--- src/rtl/sma_stim_gen.sv ---
`default_nettype none
// ============================================================================
//  Module      : sma_stim_gen
//  Description : Parallel-to-serial stimulus generator for the sma sequence
//                detector. A word accepted on load is shifted onto x one bit
//                per bit-period (PRESCALE clocks). A one-cycle FIN state
//                pulses done and bumps the completed-frame counter.
//  Revision    : 1.0  initial release
// ============================================================================
module sma_stim_gen #(
    parameter int WIDTH    = 8,
    parameter int PRESCALE = 1,
    parameter int FCNT_W   = 8
) (
    input  logic              clk,
    input  logic              reset,
    input  logic              load,
    input  logic [WIDTH-1:0]  din,
    input  logic              msb_first,
    output logic              x,
    output logic              busy,
    output logic              rdy,
    output logic              done,
    output logic [FCNT_W-1:0] frames
);

    // Counter widths; a PRESCALE of 1 still gets a 1-bit counter that stays 0.
    localparam int IDX_W  = (WIDTH > 1) ? $clog2(WIDTH) : 1;
    localparam int PCNT_W = (PRESCALE > 1) ? $clog2(PRESCALE) : 1;

    localparam logic [IDX_W-1:0]  IDX_LAST  = IDX_W'(WIDTH - 1);
    localparam logic [PCNT_W-1:0] PCNT_LAST = PCNT_W'(PRESCALE - 1);

    typedef enum logic [1:0] {
        IDLE = 2'd0,
        SEND = 2'd1,
        FIN  = 2'd2
    } state_t;

    state_t             state;
    logic [WIDTH-1:0]   shreg;      // remaining bits; next bit sits at the active end
    logic               order_msb;  // bit order latched for the frame in flight
    logic [IDX_W-1:0]   idx;        // index of the bit currently on x
    logic [PCNT_W-1:0]  pcnt;       // cycles the current bit has been held

    // Ready to accept a new frame whenever no frame is being shifted.
    assign rdy = (state == IDLE) || (state == FIN);

    // Frame sequencer: all outputs are registered from the next-state decision
    // so x/busy/done never see a combinational path from load or din.
    always_ff @(posedge clk) begin
        if (reset) begin
            state     <= IDLE;
            x         <= 1'b0;
            busy      <= 1'b0;
            done      <= 1'b0;
            frames    <= '0;
            shreg     <= '0;
            order_msb <= 1'b0;
            idx       <= '0;
            pcnt      <= '0;
        end else begin
            // done is only ever raised on the SEND->FIN edge, so it lasts one cycle.
            done <= 1'b0;

            case (state)
                IDLE, FIN: begin
                    if (load) begin
                        // Capture the frame; the first bit appears on x right away.
                        shreg     <= din;
                        order_msb <= msb_first;
                        idx       <= '0;
                        pcnt      <= '0;
                        state     <= SEND;
                        busy      <= 1'b1;
                        x         <= msb_first ? din[WIDTH-1] : din[0];
                    end else begin
                        state <= IDLE;
                        busy  <= 1'b0;
                        x     <= 1'b0;
                    end
                end

                SEND: begin
                    // load, din and msb_first are deliberately ignored here.
                    if (pcnt == PCNT_LAST) begin
                        pcnt <= '0;
                        if (idx == IDX_LAST) begin
                            state  <= FIN;
                            busy   <= 1'b0;
                            x      <= 1'b0;
                            done   <= 1'b1;
                            frames <= frames + 1'b1;
                        end else begin
                            idx <= idx + 1'b1;
                            if (order_msb) begin
                                shreg <= {shreg[WIDTH-2:0], 1'b0};
                                x     <= shreg[WIDTH-2];
                            end else begin
                                shreg <= {1'b0, shreg[WIDTH-1:1]};
                                x     <= shreg[1];
                            end
                        end
                    end else begin
                        pcnt <= pcnt + 1'b1;
                    end
                end

                default: begin
                    // Unreachable encoding: fall back to a quiet IDLE.
                    state <= IDLE;
                    busy  <= 1'b0;
                    x     <= 1'b0;
                end
            endcase
        end
    end

endmodule
`default_nettype wire

--- config.mk ---
export PLATFORM = sky130hd
export DESIGN_NAME = sma_stim_gen
export DESIGN_NICKNAME = d
export VERILOG_FILES = /design/src/rtl/sma_stim_gen.sv
export SDC_FILE = /design/constraint.sdc
export NUM_CORES = 1
export LEC_CHECK = 0
export BUFFER_PORTS_ARGS = -buffer_cell sky130_fd_sc_hd__buf_4
export CAP_MARGIN = 20
export CELL_PAD_IN_SITES_DETAIL_PLACEMENT = 0
export CELL_PAD_IN_SITES_GLOBAL_PLACEMENT = 1
export CORE_ASPECT_RATIO = 0.8
export CORE_UTILIZATION = 36
export CTS_CLUSTER_SIZE = 20
export DETAILED_ROUTE_END_ITERATION = 8
export PLACE_DENSITY = 0.75
export SYNTH_ARGS = -nofsm -noshare
export SYNTH_HDL_FRONTEND = slang
export SYNTH_SLANG_ARGS = --single-unit
export TNS_END_PERCENT = 5
--- constraint.sdc ---
create_clock -name clk -period 1.6 [get_ports clk]
set_input_delay 0.08 -clock clk [delete_from_list [all_inputs] [get_ports clk]]
set_output_delay 0.08 -clock clk [all_outputs]
set_load 0.005 [all_outputs]
* Yosys cells after proc, flatten, opt, wreduce, memory -nomap -nowiden
Index checks and enable logic that the tools add are counted.
** Word-level totals
- Register bits after elaboration :: 26
- Input port bits :: 12
- Output and inout port bits :: 12
** Operators by class
- Add/sub/neg operators :: 3
- Bitwise operators :: 2
- Reductions and logical operators :: 10
- Muxes and demuxes :: 27
- Equal/unequal tests :: 7
** Operator list (number)
- two-way mux 8 bit :: 4
- case mux 8 bit (2 select lines) :: 1
- two-way mux 1 bit :: 12
- two-way mux 3 bit :: 3
- adder 8 x 1 -> 8 bit (second input constant) :: 1
- inequality test 2 bit (second input constant) :: 4
- case mux 1 bit (2 select lines) :: 3
- case mux 3 bit (2 select lines) :: 1
- AND reduction 2 bit :: 3
- two-way mux 2 bit :: 2
- case mux 2 bit (2 select lines) :: 1
- AND reduction 4 bit :: 1
- adder 3 x 1 -> 3 bit (second input constant) :: 1
- == test 3 bit (second input constant) :: 1
- AND reduction 3 bit :: 1
- OR reduction 3 bit :: 1
- == test 2 x 1 -> 1 bit (second input constant) :: 1
- == test 2 bit (second input constant) :: 1
- logical NOT 2 bit :: 1
- inverter 1 bit :: 2
- nonzero test 2 bit :: 1
- OR reduction 2 bit :: 1
- adder 1 bit (second input constant) :: 1
- logical OR 1 bit :: 1

* Logic depth before layout (Yosys ltp)
Gate-level depths: netlist (run 1).
- Word-level depth :: 4
- Depth in mapped cells :: 6

* Least setup slack after synthesis (run 1)
OpenSTA, ideal clock, no wires.
- Path kind :: flip-flop to flip-flop
- From :: reg idx[0]
- To :: reg shreg[0]
- Path buffers :: 1
- Arrival time :: 1604 ps
- Stages on the path, launching flop included :: 7
- Period minus slack after synthesis :: 1727 ps
- Setup time :: 123 ps
- Setup slack :: -127 ps
- Path through :: dfxtp_1 > ha_1 > ha_1 > or3b_1 > buf_2 > a221oi_1 > nor3_1
** Between the ends
- Longest elaborated chain between the ends :: 3
** RTL lines
- start, declared :: line 43 : logic [IDX_W-1:0] idx;
- start signal, assigned :: line 95 : idx <= idx + 1'b1;
- == test 3 bit :: line 88 : if (idx == IDX_LAST) begin
- inequality test 2 bit (no line)
- AND reduction 4 bit (no line)
- end signal, assigned :: line 70 : shreg <= din;
- end signal, assigned :: line 97 : shreg <= {shreg[WIDTH-2:0], 1'b0};
- end signal, assigned :: line 100 : shreg <= {1'b0, shreg[WIDTH-1:1]};
- end, declared :: line 41 : logic [WIDTH-1:0] shreg;
Every way passes these cells.
A chain may end at the register's enable or synchronous reset.

* Final worst setup path (run 1)
Same ends and word-level chain as after synthesis.

==> key figures, run 1 <==
Run status
  • Status: complete, no violations

Timing
  • Clock skew: ~0.0077 ns
  • Worst slew pin tran: 0.5976 ns
  • Setup ws final: 0.03140 ns
  • Fin Hold WS: 0.07526 ns
  • Final period util: 98.04%
  • Fmax: 637.5 MHz
  • Slew Viols, Final: 0
  • Hold Vio Cnt, Final: 0
  • RSZ-0062 raised after global routing: yes
  • Minimum clock period: 1.569 ns
  • Setup violators final: 0
  • Worst slew margin: 60.16%

Worst setup path
  • Critical Path Fanout Max: 7
  • Worst R2R End: shreg[0]$_SDFFE_PP0P_
  • Slowest cell on the critical path: or3b_4
  • Reg2Reg Setup Slack: 0.03 ns
  • Most frequent CP cell: ha_4
  • Setup Crit Path Kind: reg2reg
  • Worst r2r path cells: 5
  • Crit path cell chain: ha_4 > ha_4 > or3b_4 > a221oi_2 > nor3_1
  • CP arrival: 1.72 ns
  • FF-to-FF Start: idx[0]$_SDFFE_PP0P_
  • Crit path launch: idx[0]$_SDFFE_PP0P_
  • Worst setup EP type: flip-flop
  • Critical Path RT: between 1.5 and 2 ns
  • Startpoint types: flip-flop
  • CP max stage delay: 0.43 ns

Die
  • Die width: 67.42 um
  • Area of the core: 3176 um^2
  • I/O pin total: 24
  • Rows: 18
  • Die footprint: 3663 um^2
  • Starting Density: between 30% and 40%
  • Die span in y: 54.34 um

Clocking
  • Total CTS buffers: 3
  • # clock sinks: 24
  • CTS Buffer Depth: 2
  • CTS tree: done
  • Worst skew pair latency: 0.27 ns
  • Root buf cell: clkbuf_8
  • CTS clk-pin slew, worst paths: 0.09 ns
  • H-tree depth: 1
  • # hold bufs at CTS: 0

Placed design
  • GP Congestion: ~0.79
  • Hpwl dp: 1949 um
  • DP Worst Slack: -0.002149 ns
  • Placed cells: between 150 and 200
  • I/O Buffers: 23

Synthesis
  • Post-Syn Instances: between 100 and 150
  • Post-synth ARST share: 0%
  • Post-synth EDFFs: 0
  • Yosys cell types: 39
  • Synth warn: 0
  • Synth Cell Area: 1232 um^2
  • Register area share after synthesis: 38.98%
  • Synthesis-stage register bit count: 24
  • Dominant synthesized flop cell: dfxtp_1
  • Mean Syn Cell Area: approximately 9.4 um^2
  • Syn nets: roughly 150

Hold path
  • Hold path depth: 3
  • Hold Path End: order_msb$_SDFFE_PP0P_
  • Hold Startpoint: msb_first
  • Hold Path Class: in2reg

Global route
  • Gr usage total: 17.44%
  • Largest net degree at the start of global routing: 25
  • Global-route wire length before repair: ~4700 um
  • Initial antenna violation count: 0
  • GRT overflow: 0
  • Vias in the first global route: 1,017

Finish
  • Layout cell share with drive strength beyond 1: 33.12%
  • Commonest cells after routing, fill and taps aside: buf_4 (29), dfxtp_1 (22), a21oi_1 (13), nand3_1 (8)
  • Final Non-Filler Cells: 197
  • Post-layout nets: 174
  • Commonest non-fill, non-tap cell in the layout: buf_4
  • Antenna Cells: 0
  • Area Growth Syn to Fin: 27.72%

Route
  • Total number of vias: roughly 1,100
  • DRT iter0 DRCs: 65
  • Vias per std cell: 5.670
  • Final WL: 2933 um
  • Post-route DRC violation count: 0
  • First-pass DRT Iterations: 4
  • WL per Instance: 14.89 um
  • Final ANT Viol Nets: 0

Job
  • Max-cap violations: 0

Pwr
  • Pleak: 0.0006526 uW
  • Power per cell area: 805.7 nW/um^2
  • VDD IR-drop max: 0.5090 mV
  • Total Power: ~1300 uW
metal layers:
metal	up-vias	track usage (%)	wire length (um)
li1	546	-	-
met3	2	5.000	148
met2	22	26.83	1306
met1	547	24.03	1468
met4	0	3.901	10
met5	-	0	0
critical path, delay by kind of cell (launching register included):
kind                     cells  cell delay (ns)
adder cells (fa/ha/maj)      2             0.36
AND/OR/NAND/NOR              2             0.51
AO/OA/AOI/OAI                1             0.26
flip-flops                   1             0.34
registers in the layout, summed over array words and instances (netlist names):
register / flops
done: 1
state: 1
order_msb: 1
frames: 8
idx: 3
shreg: 8
x: 1
busy: 1
logic make-up (layout without fill, tap and decap cells):
kind of cell / count (synthesis) / after routing / synth area share, %
and+or+nand+nor: 50 / 51 / 27.82
AOI/OAI and AO/OA: 31 / 31 / 15.43
DFF: 24 / 24 / 38.98
buffers and inverters: 11 / 36 / 4.365
muxes: 9 / 9 / 7.918
adders and majority gates: 4 / 4 / 4.061
xor gates and xnor gates: 2 / 2 / 1.422
cell usage after synthesis, types with 3 or more instances:
cell       n  area [um^2]
o31ai_1    3        22.52
nand2_1    5        18.77
nor2_1     6        22.52
buf_2      4        20.02
and3b_1    6        52.55
nor3_1     4        20.02
o22ai_1    6        37.54
ha_1       4        50.05
nand3_1    8        40.04
a21oi_1   13        65.06
dfxtp_1   24        480.5
or4_1      3        22.52
clkbuf_1   4        15.01
mux2_2     6        67.56
nand2b_1   3        18.77
mux2i_1    3        30.03
worst max-delay path by stage:
stage | end | slack, ns | cells after the start
floorplan | shreg[0]$_SDFFE_PP0P_ | 0.005 | 6
CTS | frames[5]$_SDFFE_PP0P_ | 0.001 | 5
global placement | shreg[0]$_SDFFE_PP0P_ | 0.04 | 5
global route | shreg[0]$_SDFFE_PP0P_ | -0.04 | 5
detailed placement | shreg[0]$_SDFFE_PP0P_ | -0.002 | 5
finish | shreg[0]$_SDFFE_PP0P_ | 0.03 | 5
final cells by class:
class / count / area [um^2]
Sequential cell: 24 / 483.0
Clock buffer: 4 / 55.05
Multi-Input combinational cell: 97 / 740.7
Fill cell: 306 / 1602
Inverter: 2 / 7.507
Timing Repair Buffer: 30 / 237.7
Tap cell: 40 / 50.05
metrics by stage:
step | TNS [ns] | utilization (%) | area (um^2)
after CTS | 0 | 48.98 | 1555
after floorplan | 0 | - | 1256
after global placement | 0 | 46.49 | 1476
after detailed placement | -0.002149 | 46.49 | 1476
after global routing | -0.07707 | 49.57 | 1574
final | 0 | 49.57 | 1574
what timing repair did:
action / 4_1_cts / 5_1_grt
gates cloned: 1 / 0
endpoints found under the hold margin: 0 / 0
setup buffers: 2 / 0
pin swaps: 2 / 6
endpoints found under the setup margin: 4 / 12
resized for setup: 0 / 4
report_power, final:
group / internal, uW / leakage, uW / switching, uW / total, uW
combinational: 108 / 0.000427 / 97.0 / 205
clock: 220 / 0.0000288 / 189 / 408
sequential: 627 / 0.000197 / 28.2 / 655
Note: power is estimated with default switching activity, not from simulation.
==> inputs of run 2 (changes only) <==
PLACE_DENSITY = 0.77   (was 0.75)
==> key figures, run 2 (synthesized netlist as in run 1, its figures left out) <==
Pwr
  • Clock power frac: 32.6% (+0.4 points)
  • Sw Ratio: 25.12% (+0.37 points)
  • Total Power: 1277 uW (+0.70%)
  • Sequential group share of total power: 51.3% (-0.3 points)
  • NetSw: 320.8 uW (+2.2%)
  • VDD IR-drop max: 0.4612 mV (-9.4%)
  • Pleak: 0.0006536 uW (+0.16%)
  • Int Power: 956.2 uW (+0.21%)
  • Power per cell area: 809.4 nW/um^2 (+0.46%)
  • Logic pwr share: 16.1% (about the same)

Global route
  • Gr usage total: 16.81% (-0.63 points)
  • Largest net degree at the start of global routing: 25 (unchanged)
  • Vias in the first global route: 966 (-5.0%)
  • Global-route wire length before repair: 4554 um (-2.8%)
  • GRT overflow: 0 (unchanged)
  • Initial antenna violation count: 0 (unchanged)

Finish
  • Commonest non-fill, non-tap cell in the layout: buf_4
  • Filler cells: 307 (+0.33%)
  • Layout cell share with drive strength beyond 1: 34.81% (+1.7 points)
  • Core Util, Final: 49.68% (+0.12 points)
  • Area Growth Syn to Fin: 28.02%
  • Post-layout nets: 175 (+0.57%)
  • Commonest cells after routing, fill and taps aside: buf_4 (31), dfxtp_1 (22), a21oi_1 (13), nand3_1 (8)
  • Antenna Cells: 0 (unchanged)
  • Top Registers: frames: 8 flops, shreg: 8 flops, idx: 3 flops
  • Fin area: 1578 um^2 (+0.24%)

Clocking
  • CTS clk-pin slew, worst paths: 0.09 ns (about the same)
  • Post-CTS Setup Bufs: 0 (-2)
  • Worst skew pair latency: 0.27 ns (about the same)
  • # hold bufs at CTS: 0 (unchanged)
  • Root buf cell: clkbuf_8
  • H-tree depth: 1 (unchanged)
  • Total CTS buffers: 3 (unchanged)
  • CTS Buffer Depth: 2 (unchanged)
  • # clock sinks: 24 (unchanged)
  • CTS tree: done
  • Post_cts resized: 0 (unchanged)

Placed design
  • Hpwl dp: 2040 um (+4.7%)
  • Placed cell area: 1486 um^2 (+0.68%)
  • I/O Buffers: 23 (unchanged)
  • GP Congestion: 0.7855 (-0.19%)

Route
  • First-pass DRT Iterations: 4 (unchanged)
  • Final ANT Viol Nets: 0 (unchanged)
  • Final WL: 2855 um (-2.7%)
  • Vias per std cell: 5.535 (-2.4%)
  • DRT iter0 DRCs: 58 (-11%)
  • Total number of vias: 1,096 (-1.9%)
  • Post-route DRC violation count: 0 (unchanged)
  • WL per Instance: 14.42 um (-3.2%)

Hold path
  • Hold Startpoint: msb_first
  • Hold Path Class: in2reg
  • Hold path depth: 3 (unchanged)
  • Hold Path End: order_msb$_SDFFE_PP0P_

Worst setup path
  • Worst R2R End: shreg[4]$_SDFFE_PP0P_
  • Reg2Reg Setup Slack: 0.06 ns (+0.03 ns)
  • Startpoint types: flip-flop
  • Setup Crit Path Kind: reg2reg
  • FF-to-FF Start: idx[0]$_SDFFE_PP0P_
  • CP arrival: 1.69 ns (-0.03 ns)
  • Worst r2r path cells: 6 (+1)
  • Crit path cell chain: ha_4 > ha_4 > or3b_4 > buf_4 > nand3_1 > a21oi_1
  • Worst setup EP type: flip-flop
  • Most frequent CP cell: ha_4
  • Critical Path RT: 1.75 ns (about the same)
  • Slowest cell on the critical path: or3b_4
  • Critical Path Fanout Max: 5 (-2)
  • CP max stage delay: 0.44 ns (about the same)
  • Largest delay contributor family on the critical path: simple AND/OR/NAND/NOR gates
  • CP Buf/Inv Count: 1 (+1)

Timing
  • Setup violators final: 0 (unchanged)
  • Worst slew margin: 72.33% (+12 points)
  • Fmax: 648.8 MHz (+1.8%)
  • Clock skew: 0.01029 ns (+0.002540 ns)
  • Hold Vio Cnt, Final: 0 (unchanged)
  • RSZ-0062 raised after global routing: yes
  • Final period util: 96.33% (-1.7 points)
  • Final setup TNS: 0 ns (unchanged)
  • Minimum clock period: 1.541 ns (-0.02725 ns)
  • Slew Viols, Final: 0 (unchanged)
  • Worst slew pin tran: 0.4145 ns (-0.1831 ns)

Die
  • Area of the core: 3176 um^2 (unchanged)
  • I/O pin total: 24 (unchanged)
  • Rows: 18 (unchanged)
  • Die footprint: 3663 um^2 (unchanged)
  • Starting Density: 38.81% (unchanged)
  • Die span in y: 54.34 um (unchanged)
  • Die width: 67.42 um (unchanged)

Job
  • Max-cap violations: 0 (unchanged)

Run status
  • Status: complete, no violations
run 2: changes by cell type in the layout (fill, tap and decap cells not counted):
cell      change
nand2b_2      +1
a221oi_2      +1
a221oi_1      -1
nand2b_1      -1
buf_12        -1
buf_4         +2
run 2: how the worst max path moves through the flow:
stage	startpoint	to	slack, ns	cells after the start
final	idx[0]$_SDFFE_PP0P_	shreg[4]$_SDFFE_PP0P_	0.06	6
after global routing	idx[1]$_SDFFE_PP0P_	shreg[0]$_SDFFE_PP0P_	-0.01	5
after CTS	idx[1]$_SDFFE_PP0P_	frames[7]$_SDFFE_PP0P_	0.01	5
after detailed placement	idx[1]$_SDFFE_PP0P_	frames[7]$_SDFFE_PP0P_	0.03	5
after global placement	idx[0]$_SDFFE_PP0P_	shreg[0]$_SDFFE_PP0P_	0.05	5
after floorplan	idx[0]$_SDFFE_PP0P_	shreg[0]$_SDFFE_PP0P_	0.005	6
run 2: worst register-to-register path: stages, from the launching register on:
cell and delay, ns:
dfxtp_2 0.35, ha_4 0.17, ha_4 0.18, or3b_4 0.44
buf_4 0.16, nand3_1 0.07, a21oi_1 0.06
run 2: layout make-up:
type | count | area, um^2 | share of cell area (%)
inverter | 2 | 7.507 | 0.4758
tap | 40 | 50.05 | 3.172
clock buffer | 4 | 55.05 | 3.489
multi-input combinational | 97 | 749.5 | 47.50
sequential | 24 | 483.0 | 30.61
timing repair buffer | 31 | 232.7 | 14.75
run 2: metal layers:
metal	vias to the layer above	global-route usage, %	wire length, um
li1	551	-	-
met1	531	23.15	1549
met2	12	26.50	1203
met3	2	5.000	88
met4	0	2.128	12
met5	-	0	0
run 2: power by group through the flow:
stage,Sequential (uW),Clock [uW],Combinational (uW)
final,655,416,206
after global routing,660,456,226
after detailed placement,665,0,196
after global placement,666,0,193
after floorplan,653,0,133
after CTS,651,429,196
run 2: stage by stage:
| stage | hold slack (ns) | cells | worst slack, ns |
|---|---|---|---|
| after global routing | 0.05658 | 198 | -0.01158 |
| after global placement | 0.3528 | 193 | 0.04503 |
| after floorplan | 0.1558 | 131 | 0.004928 |
| after detailed placement | 0.3568 | 193 | 0.02515 |
| final | 0.05671 | 198 | 0.05865 |
| after CTS | 0.06092 | 197 | 0.01088 |
